### src/rtl/rv_pkg.sv
// Shared constants for the integer register file and its write-side logic.
package rv_pkg;
  localparam int XLEN       = 32;
  localparam int REG_ADDR_W = 5;
  localparam int NUM_REGS   = 32;
  localparam logic [REG_ADDR_W-1:0] REG_ZERO = 5'd0;
endpackage

### src/rtl/wb_skid_fifo.sv
// Small synchronous FIFO holding {rd, data} load responses until they win
// the register-file write port.
// Ports:
//   clk, rst      clock, asynchronous active-high reset (empties the FIFO)
//   push, din     write din when push && !full
//   pop           drop the head when pop && !empty
//   head          current head entry (undefined while empty)
//   full, empty   occupancy flags
module wb_skid_fifo #(
  parameter int W     = 37,
  parameter int DEPTH = 2
) (
  input  logic         clk,
  input  logic         rst,
  input  logic         push,
  input  logic [W-1:0] din,
  input  logic         pop,
  output logic [W-1:0] head,
  output logic         full,
  output logic         empty
);
  localparam int AW = (DEPTH > 1) ? $clog2(DEPTH) : 1;
  localparam logic [AW:0] FULL_CNT = (AW + 1)'(DEPTH);

  logic [W-1:0]  mem [DEPTH];
  logic [AW-1:0] wptr;
  logic [AW-1:0] rptr;
  logic [AW:0]   count;
  logic          do_push;
  logic          do_pop;

  assign do_push = push && !full;
  assign do_pop  = pop && !empty;
  assign full    = (count == FULL_CNT);
  assign empty   = (count == '0);
  assign head    = mem[rptr];

  // DEPTH is a power of two, so pointer wrap is plain binary overflow.
  always_ff @(posedge clk or posedge rst) begin
    if (rst) begin
      wptr  <= '0;
      rptr  <= '0;
      count <= '0;
    end else begin
      if (do_push) wptr <= wptr + 1'b1;
      if (do_pop)  rptr <= rptr + 1'b1;
      if (do_push && !do_pop)      count <= count + 1'b1;
      else if (do_pop && !do_push) count <= count - 1'b1;
    end
  end

  // Storage needs no reset: entries are only read while the count says valid.
  always_ff @(posedge clk) begin
    if (do_push) mem[wptr] <= din;
  end
endmodule

### src/rtl/regfile_wb_arbiter.sv
// Write-side front end of the 32x32 register file. Merges ALU results and
// buffered load responses onto one registered write port and tracks which
// registers still await a load (RAW scoreboard for decode).
// Ports:
//   clk, rst                      clock, asynchronous active-high reset
//   alu_valid/alu_ready/alu_rd/alu_data  ALU result handshake
//   ld_issue, ld_issue_rd         decode issued a load to ld_issue_rd
//   ld_valid/ld_ready/ld_rd/ld_data      load response handshake
//   we, waddr, wdata              registered register-file write port
//   q_addr1/2, q_busy1/2          scoreboard queries (combinational)
//   err                           sticky: response for a non-pending register
//
// Handshakes: a transfer happens on a rising edge where valid && ready are
// both high; the producer holds its payload stable until then, and ready
// never depends combinationally on the same cycle's valid.
module regfile_wb_arbiter
  import rv_pkg::*;
#(
  parameter int XLEN         = rv_pkg::XLEN,
  parameter int FIFO_DEPTH   = 2,
  parameter int STARVE_LIMIT = 4
) (
  input  logic                  clk,
  input  logic                  rst,
  input  logic                  alu_valid,
  output logic                  alu_ready,
  input  logic [REG_ADDR_W-1:0] alu_rd,
  input  logic [XLEN-1:0]       alu_data,
  input  logic                  ld_issue,
  input  logic [REG_ADDR_W-1:0] ld_issue_rd,
  input  logic                  ld_valid,
  output logic                  ld_ready,
  input  logic [REG_ADDR_W-1:0] ld_rd,
  input  logic [XLEN-1:0]       ld_data,
  output logic                  we,
  output logic [REG_ADDR_W-1:0] waddr,
  output logic [XLEN-1:0]       wdata,
  input  logic [REG_ADDR_W-1:0] q_addr1,
  input  logic [REG_ADDR_W-1:0] q_addr2,
  output logic                  q_busy1,
  output logic                  q_busy2,
  output logic                  err
);
  localparam int EW = REG_ADDR_W + XLEN;
  localparam int SW = $clog2(STARVE_LIMIT + 1);
  localparam logic [SW-1:0] STARVE_MAX = SW'(STARVE_LIMIT);

  logic [EW-1:0]         head;
  logic [REG_ADDR_W-1:0] head_rd;
  logic [XLEN-1:0]       head_data;
  logic                  full;
  logic                  empty;
  logic                  push;
  logic                  force_head;
  logic                  head_commit;
  logic                  alu_commit;
  logic [SW-1:0]         starve;
  logic [NUM_REGS-1:0]   pending;
  logic [NUM_REGS-1:0]   pending_next;

  wb_skid_fifo #(
    .W    (EW),
    .DEPTH(FIFO_DEPTH)
  ) u_fifo (
    .clk  (clk),
    .rst  (rst),
    .push (push),
    .din  ({ld_rd, ld_data}),
    .pop  (head_commit),
    .head (head),
    .full (full),
    .empty(empty)
  );

  assign {head_rd, head_data} = head;

  // ld_ready reflects only the registered occupancy, so a slot freed by a
  // same-cycle commit becomes visible one cycle later.
  assign ld_ready = !full;
  assign push     = ld_valid && ld_ready;

  // The ALU wins by default; a head that has lost STARVE_LIMIT times in a
  // row takes the port and stalls the ALU for exactly that cycle.
  assign force_head  = !empty && (starve == STARVE_MAX);
  assign alu_ready   = !force_head;
  assign head_commit = !empty && (force_head || !alu_valid);
  assign alu_commit  = alu_valid && !force_head;

  assign q_busy1 = pending[q_addr1];
  assign q_busy2 = pending[q_addr2];

  // Clear on commit first, then set on issue, so a same-cycle set wins.
  always_comb begin
    pending_next = pending;
    if (head_commit) pending_next[head_rd] = 1'b0;
    if (ld_issue)    pending_next[ld_issue_rd] = 1'b1;
    pending_next[0] = 1'b0;
  end

  always_ff @(posedge clk or posedge rst) begin
    if (rst) begin
      we      <= 1'b0;
      waddr   <= '0;
      wdata   <= '0;
      starve  <= '0;
      pending <= '0;
      err     <= 1'b0;
    end else begin
      pending <= pending_next;

      // Writes to x0 are consumed but never reach the file.
      we <= 1'b0;
      if (head_commit) begin
        we    <= (head_rd != REG_ZERO);
        waddr <= head_rd;
        wdata <= head_data;
      end else if (alu_commit) begin
        we    <= (alu_rd != REG_ZERO);
        waddr <= alu_rd;
        wdata <= alu_data;
      end

      if (head_commit)  starve <= '0;
      else if (!empty)  starve <= starve + 1'b1;

      if (push && (ld_rd != REG_ZERO) && !pending[ld_rd]) err <= 1'b1;
    end
  end
endmodule
### config.mk
export PLATFORM = sky130hd
export DESIGN_NAME = regfile_wb_arbiter
export DESIGN_NICKNAME = d
export VERILOG_FILES = /design/src/rtl/rv_pkg.sv /design/src/rtl/wb_skid_fifo.sv /design/src/rtl/regfile_wb_arbiter.sv
export SDC_FILE = /design/constraint.sdc
export NUM_CORES = 1
export LEC_CHECK = 0
export CAP_MARGIN = 5
export CORE_MARGIN = 3
export CORE_UTILIZATION = 52
export CTS_CLUSTER_DIAMETER = 50
export CTS_CLUSTER_SIZE = 24
export DETAILED_ROUTE_END_ITERATION = 12
export PLACE_DENSITY = 0.81
export SYNTH_ARGS = -nofsm -noshare
export SYNTH_HDL_FRONTEND = slang
export SYNTH_HIERARCHICAL = 1
export SYNTH_SLANG_ARGS = --single-unit
### constraint.sdc
create_clock -name clk -period 5.3 [get_ports clk]
set_clock_uncertainty 0.15 [all_clocks]
set_input_delay 1.59 -clock clk [delete_from_list [all_inputs] [get_ports clk]]
set_output_delay 1.59 -clock clk [all_outputs]
set_load 0.01 [all_outputs]
==> results of run 1 <==
## logic make-up after synthesis
group                    synth area share (%)
AND/OR/NAND/NOR                          6.82
AO/OA/AOI/OAI                            8.94
adder cells (fa/ha/maj)                 0.536
XOR/XNOR                                0.625
multiplexers                             21.3
buffers and inverters                    2.55
flip-flops                               59.2
## final cells by class
cell class	instances	area share (%)
clock inverters	14	2.23
clock buffers	18	4.66
inverters	10	0.408
repair buffers	146	15.8
flip-flops and latches	151	45.1
multi-input cells	328	29.4
well taps	172	2.34
## routing by layer
layer	global-route usage (%)	up-vias	part of all wire [%]
li1	-	2232	-
met1	31.0	2430	39
met2	39.7	230	49
met3	7.94	44	9.8
met4	9.66	0	2.7
met5	0	-	0
## power by group
part | switching (uW) | internal (uW) | total (uW)
combinational | 829 | 916 | 1740
clock | 458 | 831 | 1290
sequential | 312 | 1650 | 1960
## synth_stat cells (3+ instances only)
cell type / number / area (sq um)
nand2_1: 8 / 30.0
o31ai_1: 4 / 30.0
mux2i_1: 44 / 440
dfrtp_1: 77 / 1930
buf_6: 3 / 33.8
inv_1: 10 / 37.5
o21ai_0: 62 / 310
nand3b_1: 11 / 82.6
nand2b_1: 6 / 37.5
a21oi_1: 39 / 195
buf_2: 8 / 40.0
buf_1: 3 / 11.3
nand3_1: 6 / 30.0
or3b_2: 5 / 43.8
mux4_2: 22 / 495
ha_1: 3 / 37.5
mux2_2: 23 / 259
nor2_1: 44 / 165
nand4_1: 4 / 25.0
clkbuf_1: 15 / 56.3
mux2_4: 20 / 300
edfxtp_1: 74 / 2220
xnor2_1: 3 / 26.3
## worst max path at each step
stage	start	endpoint	slack, ns	cells after the start
after floorplan	q_addr1[0]	q_busy1	0.49	4
after global placement	q_addr2[0]	q_busy2	-0.38	6
after detailed placement	q_addr2[0]	q_busy2	-0.42	6
after CTS	q_addr2[0]	q_busy2	0.03	6
after global routing	q_addr1[0]	q_busy1	0.009	6
final	q_addr1[0]	q_busy1	0.06	6
## per-stage QoR
stage	hold slack, ns	std cells	instance area, sq um	power, uW	setup TNS (ns)
after floorplan	0.310	518	7010	3010	0
after global placement	0.336	807	8570	3640	-0.755
after detailed placement	0.360	807	8570	3710	-0.815
after CTS	0.372	839	9200	5010	0
after global routing	0.419	839	9200	5230	0
final	0.364	839	9200	4990	0
## worst max-delay path, stage by stage
cell and delay (ns):
dlygate4sd2_1 0.24, buf_12 0.14, mux4_2 0.49, mux4_2 0.48
mux2_2 0.27, dlygate4sd2_1 0.28
## flip-flops by register name (all words and copies together), names as in the netlist
signal	cells
waddr	5
u_fifo/rptr	1
wdata	32
starve	3
u_fifo/mem	74
u_fifo/count	2
u_fifo/wptr	1
pending	31
err	1
we	1
## what timing repair did
action / in CTS / in global routing
endpoints found under the hold margin: 0 / 0
cloned: 0 / 0
setup buffers: 0 / 0
gates resized for setup: 6 / 1
endpoints found under the setup margin: 2 / 1
==> metrics.md, run 1 <==
| Metric | Value |
|---|---|
| Hold Path Stages | `2` |
| WS Path Type | `input pin to primary output` |
| R2r endpoint | `pending[11]` |
| Multi-input combinational cell area | `2710 sq um` |
| Largest net degree at the start of global routing | `59` |
| # IOs | `137` |
| Final WL | `17,600 um` |
| Register area | `4150 sq um` |
| Start point of the worst hold path | `err` |
| Least-Margin Pin Slew | `0.991 ns` |
| Hold_buf cts | `0` |
| Worst setup EP type | `primary output` |
| Syn nets | `615` |
| Via density | `5.88` |
| RSZ-0062 raised after global routing | `no` |
| CP Launch Type | `input pin` |
| Share of cells above drive strength 1 | `17.2%` |
| Worst R2R Start | `u_fifo/rptr` |
| Post-synth ARST share | `51.0%` |
| Clk buf depth | `2` |
| Critical Path RT | `3.56 ns` |
| Place WS | `-0.420 ns` |
| Slew Limit Fails | `0` |
| Most frequent cells in the layout | `clkdlybuf4s50_1, dfrtp_1, edfxtp_1` |
| Setup Viol. Count Final | `0` |
| Residual DRC | `0` |
| Netlist Area Pre-Place | `7010 sq um` |
| Initial Util | `54.4%` |
| WHS Endpoint | `err` |
| EDFF count, synth | `74` |
| Antenna Nets Post-Route | `0` |
| Util after Layout | `71.5%` |
| Clk sinks | `151` |
| Critical Path Fanout Max | `8` |
| Register-to-Register Path Depth | `5` |
| Overflow after GRT | `0` |
| Initial antenna violation count | `0` |
| Clk pin slew, worst setup/hold paths | `0.06 ns` |
| Drt first pass iters | `5` |
| Yosys reg bits | `151` |
| Mean Syn Cell Area | `13.5 sq um` |
| Post-layout net count | `751` |
| Total track usage | `24.6%` |
| Synth unique cells | `40` |
| Status | `completed` |
| Fin crit period | `5.24 ns` |
| First-pass GRT wire length | `27,500 um` |
| CTS tree | `built` |
| Die width | `122 um` |
| Leak | `0.00348 uW` |
| Fillers | `881` |
| Final Cycle Share | `98.8%` |
| Worst hold path type | `register to register` |
| Clk_lat worst skew | `0.42 ns` |
| Top_reg_cell synth | `dfrtp_1` |
| Seq/Total Area, Yosys | `59.2%` |
| Max-slew headroom | `34.0%` |
| Area Overhead vs Synth | `31.3%` |
| Most common cell after layout, fill and taps aside | `clkdlybuf4s50_1` |
| Final hold vios | `0` |
| Critical path arrival | `3.50 ns` |
| CTS Buf Count | `17` |
| DP Wirelength | `12,100 um` |
| FF-to-FF setup slack | `2.66 ns` |
| ANT cells | `0` |
| H-tree depth | `4` |
| Core Area | `12,900 sq um` |
| Cell Pwr Density | `543 nW/um^2` |
| DR vias | `4,936` |
| Maximum VDD drop | `0.305 mV` |
| Final Worst Setup Slack | `0.0646 ns` |
| Clock root buffer | `clkbuf_16` |
| Initial DRC count | `473` |
| Port Buf Inserts | `136` |
| # rows | `41` |
| Max Fclk | `191 MHz` |
| Mapped Cells | `518` |
| Wire per inst | `21.0 um` |
| GPL Wtd Cong | `0.975` |
| Max cap viols | `0` |
| Synth Warn # | `6` |
| Number of global-route vias before repair | `5,250` |
| DIE AREA | `14,900 sq um` |
| Die Height | `122 um` |
(Power assumes the default switching activity.)
==> inputs of run 2 (changes only) <==
--- a/config.mk
+++ b/config.mk
@@ -12,6 +12,7 @@
 export CTS_CLUSTER_SIZE = 24
 export DETAILED_ROUTE_END_ITERATION = 12
 export PLACE_DENSITY = 0.81
+export SKIP_CTS_REPAIR_TIMING = 1
 export SYNTH_ARGS = -nofsm -noshare
 export SYNTH_HDL_FRONTEND = slang
 export SYNTH_HIERARCHICAL = 1
==> run 2 against run 1 <==
  * Sequential power hardly changed
  * Via count grew 0.36%
  * Maximum frequency is 0.91% lower
  * Clock-buffer cell count is the same
  * Largest cell class unchanged
==> metrics.md, run 2 (synthesized netlist as in run 1, its figures left out) <==
| Metric | Value |
|---|---|
| Max Fclk | `189 MHz` |
| H-tree depth | `4` |
| Least-Margin Pin Slew | `0.971 ns` |
| Critical Path Fanout Max | `2` |
| Maximum VDD drop | `0.304 mV` |
| Worst R2R Start | `u_fifo/rptr` |
| Register-to-Register Path Depth | `5` |
| Setup TNS | `0 ns` |
| Non-Filler Instances | `839` |
| Worst hold path type | `register to register` |
| Clk buf depth | `2` |
| GPL Wtd Cong | `0.975` |
| Drt first pass iters | `8` |
| CTS Buf Count | `17` |
| Cell Pwr Density | `542 nW/um^2` |
| Via density | `5.90` |
| CTS tree | `built` |
| Initial antenna violation count | `0` |
| Top flop regs | `u_fifo/mem x74, wdata x32, pending x31` |
| Final WL | `17,600 um` |
| Critical Path End | `q_busy2` |
| Clk pin slew, worst setup/hold paths | `0.06 ns` |
| Final Cycle Share | `99.7%` |
| Die width | `122 um` |
| DP Wirelength | `12,100 um` |
| Fillers | `875` |
| Core Area | `12,900 sq um` |
| Number of global-route vias before repair | `5,250` |
| Max-slew headroom | `35.3%` |
| WS Path Type | `input pin to primary output` |
| Most common cell after layout, fill and taps aside | `clkdlybuf4s50_1` |
| Critical path arrival | `3.54 ns` |
| Overall Power | `5000 uW` |
| RSZ-0062 raised after global routing | `yes` |
| ANT cells | `0` |
| Critical path launch point | `q_addr2[1]` |
| Clk_lat worst skew | `0.42 ns` |
| First-pass GRT wire length | `27,500 um` |
| Share of cells above drive strength 1 | `17.2%` |
| Most frequent cells in the layout | `clkdlybuf4s50_1, dfrtp_1, edfxtp_1` |
| Max cap viols | `0` |
| Worst setup EP type | `primary output` |
| Placed cell count | `807` |
| Final Worst Setup Slack | `0.0166 ns` |
| # rows | `41` |
| Initial DRC count | `440` |
| Critical Path RT | `3.56 ns` |
| Port Buf Inserts | `136` |
| FF-to-FF setup slack | `2.64 ns` |
| Residual DRC | `0` |
| DR vias | `4,954` |
| DIE AREA | `14,900 sq um` |
| R2r endpoint | `pending[11]` |
| Leak | `0.00352 uW` |
| Initial Util | `54.4%` |
| Place WS | `-0.420 ns` |
| Largest register FFs | `74` |
| Overflow after GRT | `0` |
| Fin crit period | `5.28 ns` |
| Largest net degree at the start of global routing | `59` |
| Clock root buffer | `clkbuf_16` |
| CP Launch Type | `input pin` |
| Die Height | `122 um` |
| Setup Viol. Count Final | `0` |
| Most flops, register | `u_fifo/mem` |
| Post-layout net count | `751` |
| Area Overhead vs Synth | `31.6%` |
| Total track usage | `24.6%` |
| Status | `completed` |
| Wire per inst | `21.0 um` |
| # IOs | `137` |
| Slew Limit Fails | `0` |
| Final hold vios | `0` |
| Clk sinks | `151` |
| Antenna Nets Post-Route | `0` |
==> run 2: cell count changes in the layout (fill, tap and decap cells not counted) <==
| cell | previous run | this run |
|---|---|---|
| buf_4 | 8 | 7 |
| buf_6 | 0 | 1 |
| clkdlybuf4s15_1 | 1 | 0 |
| clkdlybuf4s50_1 | 130 | 131 |
| dlygate4sd2_1 | 5 | 0 |
| dlymetal6s2s_1 | 0 | 5 |
==> run 2: cell type report <==
cell class                 instances  area, sq um  area share [%]
sequential                       151         4150            45.0
multi-input combinational        328         2710            29.4
timing repair buffer             146         1480            16.0
clock buffer                      18          429            4.65
tap                              172          215            2.33
clock inverter                    14          205            2.22
inverter                          10         37.5           0.407
==> run 2: critical path: stages <==
cell	delay, ns
clkdlybuf4s50_1	0.52
mux4_2	0.51
mux4_2	0.46
mux2_2	0.29
dlymetal6s2s_1	0.17
==> run 2: layer usage <==
| metal | GRT usage [%] | wire (um) | up-vias |
|---|---|---|---|
| met5 | 0 | 0 | - |
| met4 | 9.66 | 511 | 0 |
| met3 | 7.94 | 1700 | 47 |
| met2 | 39.7 | 8580 | 249 |
| met1 | 31.0 | 6840 | 2422 |
| li1 | - | - | 2236 |
==> run 2: worst min path at each step <==
stage                 from           to  slack, ns  cells after the start
3_5_place_dp           err          err       0.36                      2
2_1_floorplan  u_fifo/wptr  u_fifo/wptr       0.31                      1
4_1_cts                err          err       0.37                      2
5_1_grt                err          err       0.42                      2
3_3_place_gp           err          err       0.34                      2
6_report               err          err       0.36                      2
==> run 2: power breakdown <==
part	internal [uW]	total [uW]	switching (uW)	leakage, uW
sequential	1650	1960	311	0.00158
combinational	921	1750	829	0.00163
clock	831	1290	458	0.000307
==> run 2: per-stage QoR <==
stage               utilization (%)  area [sq um]  hold WS (ns)
floorplan                         -          7010         0.310
global placement               66.6          8570         0.336
detailed placement             66.6          8570         0.360
CTS                            71.5          9210         0.372
global route                   71.6          9220         0.419
finish                         71.6          9220         0.363
